**src/rtl/johnson_slot_arbiter.sv**
```systemverilog
// Purpose: eight-slot time-division arbiter sequenced by a 4-bit Johnson counter, with bounded hold per visit.
// Latency: grant is combinational from state and req (zero cycles); frame_wrap/err_illegal are registered pulses.
// Backpressure: none; en=0 freezes the sequencer and forces grant low, requesters simply keep req asserted.
module johnson_slot_arbiter #(
    parameter int MAX_HOLD = 4
) (
    input  logic       clk,
    input  logic       clear,
    input  logic       en,
    input  logic       skip_idle,
    input  logic [7:0] req,
    output logic [7:0] grant,
    output logic [2:0] slot,
    output logic [3:0] jstate,
    output logic       frame_wrap,
    output logic       err_illegal
);

    localparam int              HW        = $clog2(MAX_HOLD) + 1;
    localparam logic [HW-1:0]   HOLD_LAST = HW'(MAX_HOLD - 1);

    // Johnson code {A,B,C,E} for each binary slot index.
    function automatic logic [3:0] slot_to_code(input logic [2:0] s);
        logic [3:0] c;
        case (s)
            3'd0:    c = 4'b0000;
            3'd1:    c = 4'b1000;
            3'd2:    c = 4'b1100;
            3'd3:    c = 4'b1110;
            3'd4:    c = 4'b1111;
            3'd5:    c = 4'b0111;
            3'd6:    c = 4'b0011;
            default: c = 4'b0001;
        endcase
        return c;
    endfunction

    logic [3:0]    jstate_q;
    logic [HW-1:0] hold_q;
    logic          wrap_q;
    logic          err_q;

    logic [3:0]    jstate_d;
    logic [HW-1:0] hold_d;
    logic          wrap_d;
    logic          err_d;

    logic          legal;
    logic [2:0]    cur_slot;
    logic [2:0]    nxt_slot;
    logic          active;
    logic          advance;

    // Decode the Johnson register into a slot index and flag the eight unreachable codes.
    always_comb begin
        legal    = 1'b1;
        cur_slot = 3'd0;
        case (jstate_q)
            4'b0000: cur_slot = 3'd0;
            4'b1000: cur_slot = 3'd1;
            4'b1100: cur_slot = 3'd2;
            4'b1110: cur_slot = 3'd3;
            4'b1111: cur_slot = 3'd4;
            4'b0111: cur_slot = 3'd5;
            4'b0011: cur_slot = 3'd6;
            4'b0001: cur_slot = 3'd7;
            default: legal    = 1'b0;
        endcase
    end

    // Grant the current slot's requester only; held low during clear, when disabled, or in an illegal state.
    always_comb begin
        grant = 8'd0;
        if (!clear && en && legal) begin
            grant[cur_slot] = req[cur_slot];
        end
    end

    assign active  = |grant;
    assign advance = !active || (hold_q == HOLD_LAST);

    // Pick the next slot: a plain step, or in skip mode the nearest requesting slot after the current one.
    always_comb begin
        logic       found;
        logic [2:0] idx;
        found    = 1'b0;
        idx      = 3'd0;
        nxt_slot = cur_slot + 3'd1;
        if (skip_idle) begin
            for (int i = 1; i < 8; i++) begin
                idx = cur_slot + 3'(i);
                if (!found && req[idx]) begin
                    found    = 1'b1;
                    nxt_slot = idx;
                end
            end
            // Only the current slot is asking: re-select it as a fresh visit.
            if (!found && req[cur_slot]) begin
                nxt_slot = cur_slot;
            end
        end
    end

    // Next-state logic: illegal recovery first (independent of en), then freeze, advance, or extend the visit.
    always_comb begin
        jstate_d = jstate_q;
        hold_d   = hold_q;
        wrap_d   = 1'b0;
        err_d    = 1'b0;
        if (!legal) begin
            jstate_d = 4'b0000;
            hold_d   = '0;
            err_d    = 1'b1;
        end else if (en) begin
            if (advance) begin
                jstate_d = slot_to_code(nxt_slot);
                hold_d   = '0;
                wrap_d   = (nxt_slot <= cur_slot);
            end else begin
                hold_d   = hold_q + HW'(1);
            end
        end
    end

    // State register with asynchronous clear back to slot 0.
    always_ff @(posedge clk or posedge clear) begin
        if (clear) begin
            jstate_q <= 4'b0000;
            hold_q   <= '0;
            wrap_q   <= 1'b0;
            err_q    <= 1'b0;
        end else begin
            jstate_q <= jstate_d;
            hold_q   <= hold_d;
            wrap_q   <= wrap_d;
            err_q    <= err_d;
        end
    end

    // Export state, decoded slot and the registered pulses.
    always_comb begin
        jstate      = jstate_q;
        slot        = cur_slot;
        frame_wrap  = wrap_q;
        err_illegal = err_q;
    end

endmodule

```
**config.mk**
```make
export PLATFORM = sky130hd
export DESIGN_NAME = johnson_slot_arbiter
export DESIGN_NICKNAME = d
export VERILOG_FILES = /design/src/rtl/johnson_slot_arbiter.sv
export SDC_FILE = /design/constraint.sdc
export NUM_CORES = 1
export LEC_CHECK = 0
export BUFFER_PORTS_ARGS = -buffer_cell sky130_fd_sc_hd__buf_4
export CAP_MARGIN = 5
export CORE_MARGIN = 2
export CORE_UTILIZATION = 45
export DETAILED_ROUTE_END_ITERATION = 7
export PLACE_DENSITY = 0.66
export SYNTH_ARGS = -nofsm -noshare
export SYNTH_HDL_FRONTEND = slang
export SYNTH_SLANG_ARGS = --single-unit
```
**constraint.sdc**
```tcl
create_clock -name clk -period 7.7 [get_ports clk]
set_clock_uncertainty 0.2 [all_clocks]
set_input_delay 0.77 -clock clk [delete_from_list [all_inputs] [get_ports clk]]
set_output_delay 0.77 -clock clk [all_outputs]
set_load 0.01 [all_outputs]
```
======== Yosys cells after proc, flatten, opt, wreduce, memory -nomap -nowiden ========
Cells that the tools add are included.
cells by class
  add/sub/neg operators ................... 8
  order comparisons ....................... 10
  eq/ne operators ......................... 16
  multiplexer cells ....................... 54
  bitwise operators ....................... 1
  reductions and logical operators ........ 25
operator list
  kind                   count
  $mux W3                11
  $lt A3 B4 Y1 const B   8
  $mux W1                28
  $pmux W4 S7            1
  $bmux W1 S3            8
  $pmux W3 S7            1
  $eq A4 B4 Y1 const B   4
  $reduce_or A8 Y1       2
  $add A3 B3 Y3 const B  4
  $mux W4                3
  $logic_and A1 B1 Y1    10
  $eq A3 B2 Y1 const B   3
  $eq A3 B3 Y1 const B   3
  $logic_not A1 Y1       9
  $and A8 B8 Y8          1
  $mux W8                1
  $add A3 B1 Y3 const B  2
  $add A3 B2 Y3 const B  2
  $eq A4 B1 Y1 const B   1
  $eq A4 B2 Y1 const B   1
  $eq A4 B3 Y1 const B   1
  $logic_not A4 Y1       1
  $demux W1 S3           1
  $eq A3 B1 Y1 const B   1
  7 further kinds        7
word-level totals
  register bits ........................... 9
  bits of input ports ..................... 12
  output and inout bits ................... 17
  logic and storage cells ................. 118

======== Depth between registers and ports, before layout ========
  depth in word-level cells ............... 40
  gate-level depth with buffers ........... 18
  gate-level depth less buffers ........... 16

======== Worst setup path before layout ========
Ideal clock, no wire load.
  path kind ............................... reg2reg
  start ................................... register jstate_q[3], in the netlist jstate[3]
  end ..................................... register wrap_q, in the netlist frame_wrap
  library setup time ...................... 0.122 ns
  arrival time ............................ 3.833 ns
  data required time ...................... 7.378 ns
  setup slack ............................. 3.546 ns
  stages on the path, launching flop included .. 18
  buffers on the path ..................... 2
  period minus slack after synthesis ...... 4.154 ns
  cell sequence ........................... dfrtp_1 -> buf_6 -> or3b_1 -> and2_1 -> buf_6 -> ha_1 -> xnor2_4 -> mux4_2 -> nand4b_1 -> o32ai_2 -> a21oi_1 -> or2_2 -> ha_1 -> inv_1 -> a21o_1 -> a21oi_1 -> a31oi_1 -> nor2_1
on the way
  word-level cells in the longest chain between the ends .. 39
  elaborated cells between the ends (all ways) .. 85
  those cells by class .................... 7 x add/sub; 3 x order compare; 7 x eq/ne; 46 x mux; 1 x bitwise; 21 x reduce/logical
ends and longest elaborated chain
  element                                     RTL line  source
  start: declaration                          38        logic [3:0] jstate_q;
  start signal: assignment                    133       jstate_q <= jstate_d;
  $eq A4 B1 Y1, or another cell as far along  58        case (jstate_q)
  $pmux W3 S7                                 58
  $add A3 B1 Y3                               88, 91
  $bmux W1 S3                                 92        if (!found && req[idx]) begin
  $mux W1 (not written as such)               92
  $mux W1                                     92
  $mux W1                                     89        if (skip_idle) begin
  $logic_not A1 Y1                            92
  [24 not listed]                             -
  $logic_and A1 B1 Y1                         98        if (!found && req[cur_slot]) begin
  $mux W3                                     98
  $mux W3                                     89
  $le A3 B3 Y1                                118       wrap_d = (nxt_slot <= cur_slot);
  $mux W1                                     115       if (advance) begin
  $mux W1                                     114       end else if (en) begin
  $mux W1 *                                   110       if (!legal) begin
  via wrap_d                                  45        logic wrap_d;
  end signal: assignment                      135       wrap_q <= wrap_d;
  end: declaration                            40        logic wrap_q;
The timed path passes the listed nets; every way through them passes the cells marked *. The select of a mux whose other input is x is not followed.
A chain may end at the register's enable or synchronous reset.

======== Worst setup path in the final report ========
  start ................................... register jstate_q[0], in the netlist jstate[0]
  end ..................................... register wrap_q, in the netlist frame_wrap
The elaborated chain is that of the path after synthesis.

==> flow_metrics.env <==
export IMPL_gp_congestion=0.921
export IMPL_antenna_cells=0
export IMPL_synth_seq_area_share=0.128
export IMPL_clockBufferDepth=2
export IMPL_die_height_um=66.6
export IMPL_grt_max_degree=18
export IMPL_synth_edf_count=0
export IMPL_total_power_mw=0.861
export IMPL_cp_data_required_time_ns=7.61
export IMPL_port_buffers=28
export IMPL_cts_buffers=3
export IMPL_maxSlewViolCount=0
export IMPL_hpwl_mm=3.44
export IMPL_viasPerCell=6.15
export IMPL_grt_remaining_overflow=0
export IMPL_holdBufCountCts=0
export IMPL_ys_ff_latch=9
export IMPL_insertion_delay_ns=0.23
export IMPL_antenna_found_initial=0
export IMPL_worst_pin_slew_ns=0.629
export IMPL_setup_viol=0
export IMPL_drtPass1Iterations=4
export IMPL_fillers=341
export IMPL_worstSetupPathType="register to register"
export IMPL_wl_per_cell_um=16.9
export IMPL_fin_tns_setup_ns=0
export IMPL_die_w_um=66.6
export IMPL_detailed_place_area_mm2=0.00197
export IMPL_end_kind="register"
export IMPL_powerDensity_mw_per_mm2=428
export IMPL_drc_errors=0
export IMPL_cts_tree="built"
export IMPL_crit_path_start_kind="register"
export IMPL_htree_levels=1
export IMPL_vias=1562
export IMPL_postSynthCellCount=182
export IMPL_synth_nets=205
export IMPL_layout_commonest_cell="buf_4"
export IMPL_cts_setup_buffers=0
export IMPL_slew_headroom=0.581
export IMPL_drt_iter0_drc=151
export IMPL_final_cell_mix="buf_4, nor2_1, nand2_1"
export IMPL_multi_input_area_mm2=0.00143
export IMPL_fin_util=0.541
export IMPL_synth_cell_type_count=63
export IMPL_hp_class="register to register"
export IMPL_post_route_cell_area_mm2=0.00201
export IMPL_p_leak_nw=0.860
export IMPL_clock_sinks=9
export IMPL_dp_cells=250
export IMPL_cts_root_buffer="clkbuf_8"
export IMPL_io_pins=29
export IMPL_status="finished clean"
export IMPL_post_route_period_util=0.603
export IMPL_max_cap_violations=0
export IMPL_fmax_ghz=0.215
export IMPL_clkTransAtPathRegs_ns=0.04
export IMPL_nets=230
export IMPL_ys_warn_count=0
export IMPL_grt_pass1_wl_mm=6.96
export IMPL_ctsResizeCount=0
export IMPL_rsz0062_at_grt="false"
export IMPL_drive_gt1_frac=0.340
export IMPL_routed_wl_mm=4.30
export IMPL_setup_ws_ns=3.06
export IMPL_ys_flop_type="dfrtp_1"
export IMPL_ant_nets=0
export IMPL_crit_fanout=14
export IMPL_finalCriticalPeriod_ns=4.64
export IMPL_grt_total_usage=0.207
export IMPL_ir_drop_v=0.000157
export IMPL_core_area_mm2=0.00372
export IMPL_first_global_vias=1445
export IMPL_post_place_ws_ns=3.11
export IMPL_fin_cells=254
export IMPL_hold_worst_slack_ns=0.308
export IMPL_synth_area_mm2=0.00176
export IMPL_async_flop_share=1.00
export IMPL_avgSynthCellArea_um2=9.69
export IMPL_syn_to_final_growth_pct=14.0
export IMPL_hold_viol_final=0
export IMPL_seqCellArea_um2=225
export IMPL_dieArea_mm2=0.00444
export IMPL_num_rows=22
export IMPL_initial_utilization=0.475
export IMPL_crit_arrival_ns=4.55
-- state kept, by name (all words and copies together) (netlist names) --
register	cells
err_illegal	1
jstate	4
frame_wrap	1
hold_q	3
-- cells by family (layout without fill, tap and decap cells) --
group           count (synthesis)  after routing  synth area share
simple gates                   57             57             0.176
compound gates                 47             47             0.218
xor+xnor                       11             11            0.0844
fa+ha+maj                      11             11            0.0780
buf+inv                        18             42            0.0645
mux                            29             29             0.251
flops                           9              9             0.128
-- synthesized netlist by cell type, types with 2 or more instances --
| library cell | instances | share of area |
|---|---|---|
| inv_1 | 7 | 0.015 |
| buf_4 | 2 | 0.0085 |
| mux2_2 | 4 | 0.026 |
| a31oi_1 | 2 | 0.0071 |
| o22ai_1 | 2 | 0.0071 |
| xnor2_1 | 3 | 0.015 |
| a21oi_1 | 5 | 0.014 |
| o21ai_1 | 3 | 0.0085 |
| o21ai_0 | 7 | 0.020 |
| dfrtp_1 | 9 | 0.13 |
| and2_1 | 11 | 0.039 |
| o21a_1 | 3 | 0.013 |
| ha_1 | 11 | 0.078 |
| mux2i_1 | 12 | 0.068 |
| xor2_1 | 4 | 0.020 |
| nand2_1 | 14 | 0.030 |
| or3_1 | 2 | 0.0071 |
| xnor2_2 | 2 | 0.018 |
| mux2_4 | 2 | 0.017 |
| a211o_1 | 2 | 0.0099 |
| o211ai_1 | 2 | 0.0085 |
| clkbuf_1 | 2 | 0.0043 |
| nor2_1 | 14 | 0.030 |
| buf_6 | 4 | 0.026 |
| a211oi_2 | 2 | 0.014 |
| a21boi_0 | 2 | 0.0085 |
| mux4_2 | 11 | 0.14 |
| nand2b_1 | 3 | 0.011 |
-- layer usage --
layer | track usage | vias to the layer above | share of wire
li1 | - | 738 | -
met1 | 0.277 | 752 | 0.45
met2 | 0.330 | 61 | 0.47
met3 | 0.0405 | 11 | 0.062
met4 | 0.0740 | 0 | 0.020
met5 | 0 | - | 0
-- power breakdown --
part | switching [mW] | internal (mW) | leakage, nW
Combinational | 0.393 | 0.332 | 0.717
Sequential | 0.0217 | 0.0610 | 0.120
Clock | 0.0173 | 0.0359 | 0.0228
-- worst paths after layout --
path	from	endpoint	slack [ns]	depth (start not counted)
setup reg to reg	jstate[0]	frame_wrap	3.06	15
hold / removal	hold_q[0]	hold_q[0]	0.31	1
max in group asynchronous	clear	jstate[0]	6.72	2
hold reg to reg	hold_q[0]	hold_q[0]	0.31	1
setup / recovery	jstate[0]	frame_wrap	3.06	15
min in group asynchronous	clear	hold_q[2]	0.32	2
-- worst max-delay path, cell delays in order, from the launching register on --
cell and delay (ns):
dfrtp_1 0.60, or3b_1 0.40, and2_1 0.37, ha_1 0.38
xnor2_4 0.31, mux4_2 0.61, nand4b_1 0.24, o32ai_2 0.32
a21oi_1 0.17, or2_2 0.32, ha_1 0.18, inv_1 0.05
a21o_1 0.10, a21oi_1 0.06, a31oi_1 0.13, nor2_1 0.05
-- cell type report --
cell class,count,area share
multi-input cells,155,0.708
repair buffers,28,0.104
clock buffers,4,0.0224
well taps,48,0.0299
flip-flops and latches,9,0.112
inverters,10,0.0230
No activity file was read; power rests on OpenSTA's default activity.
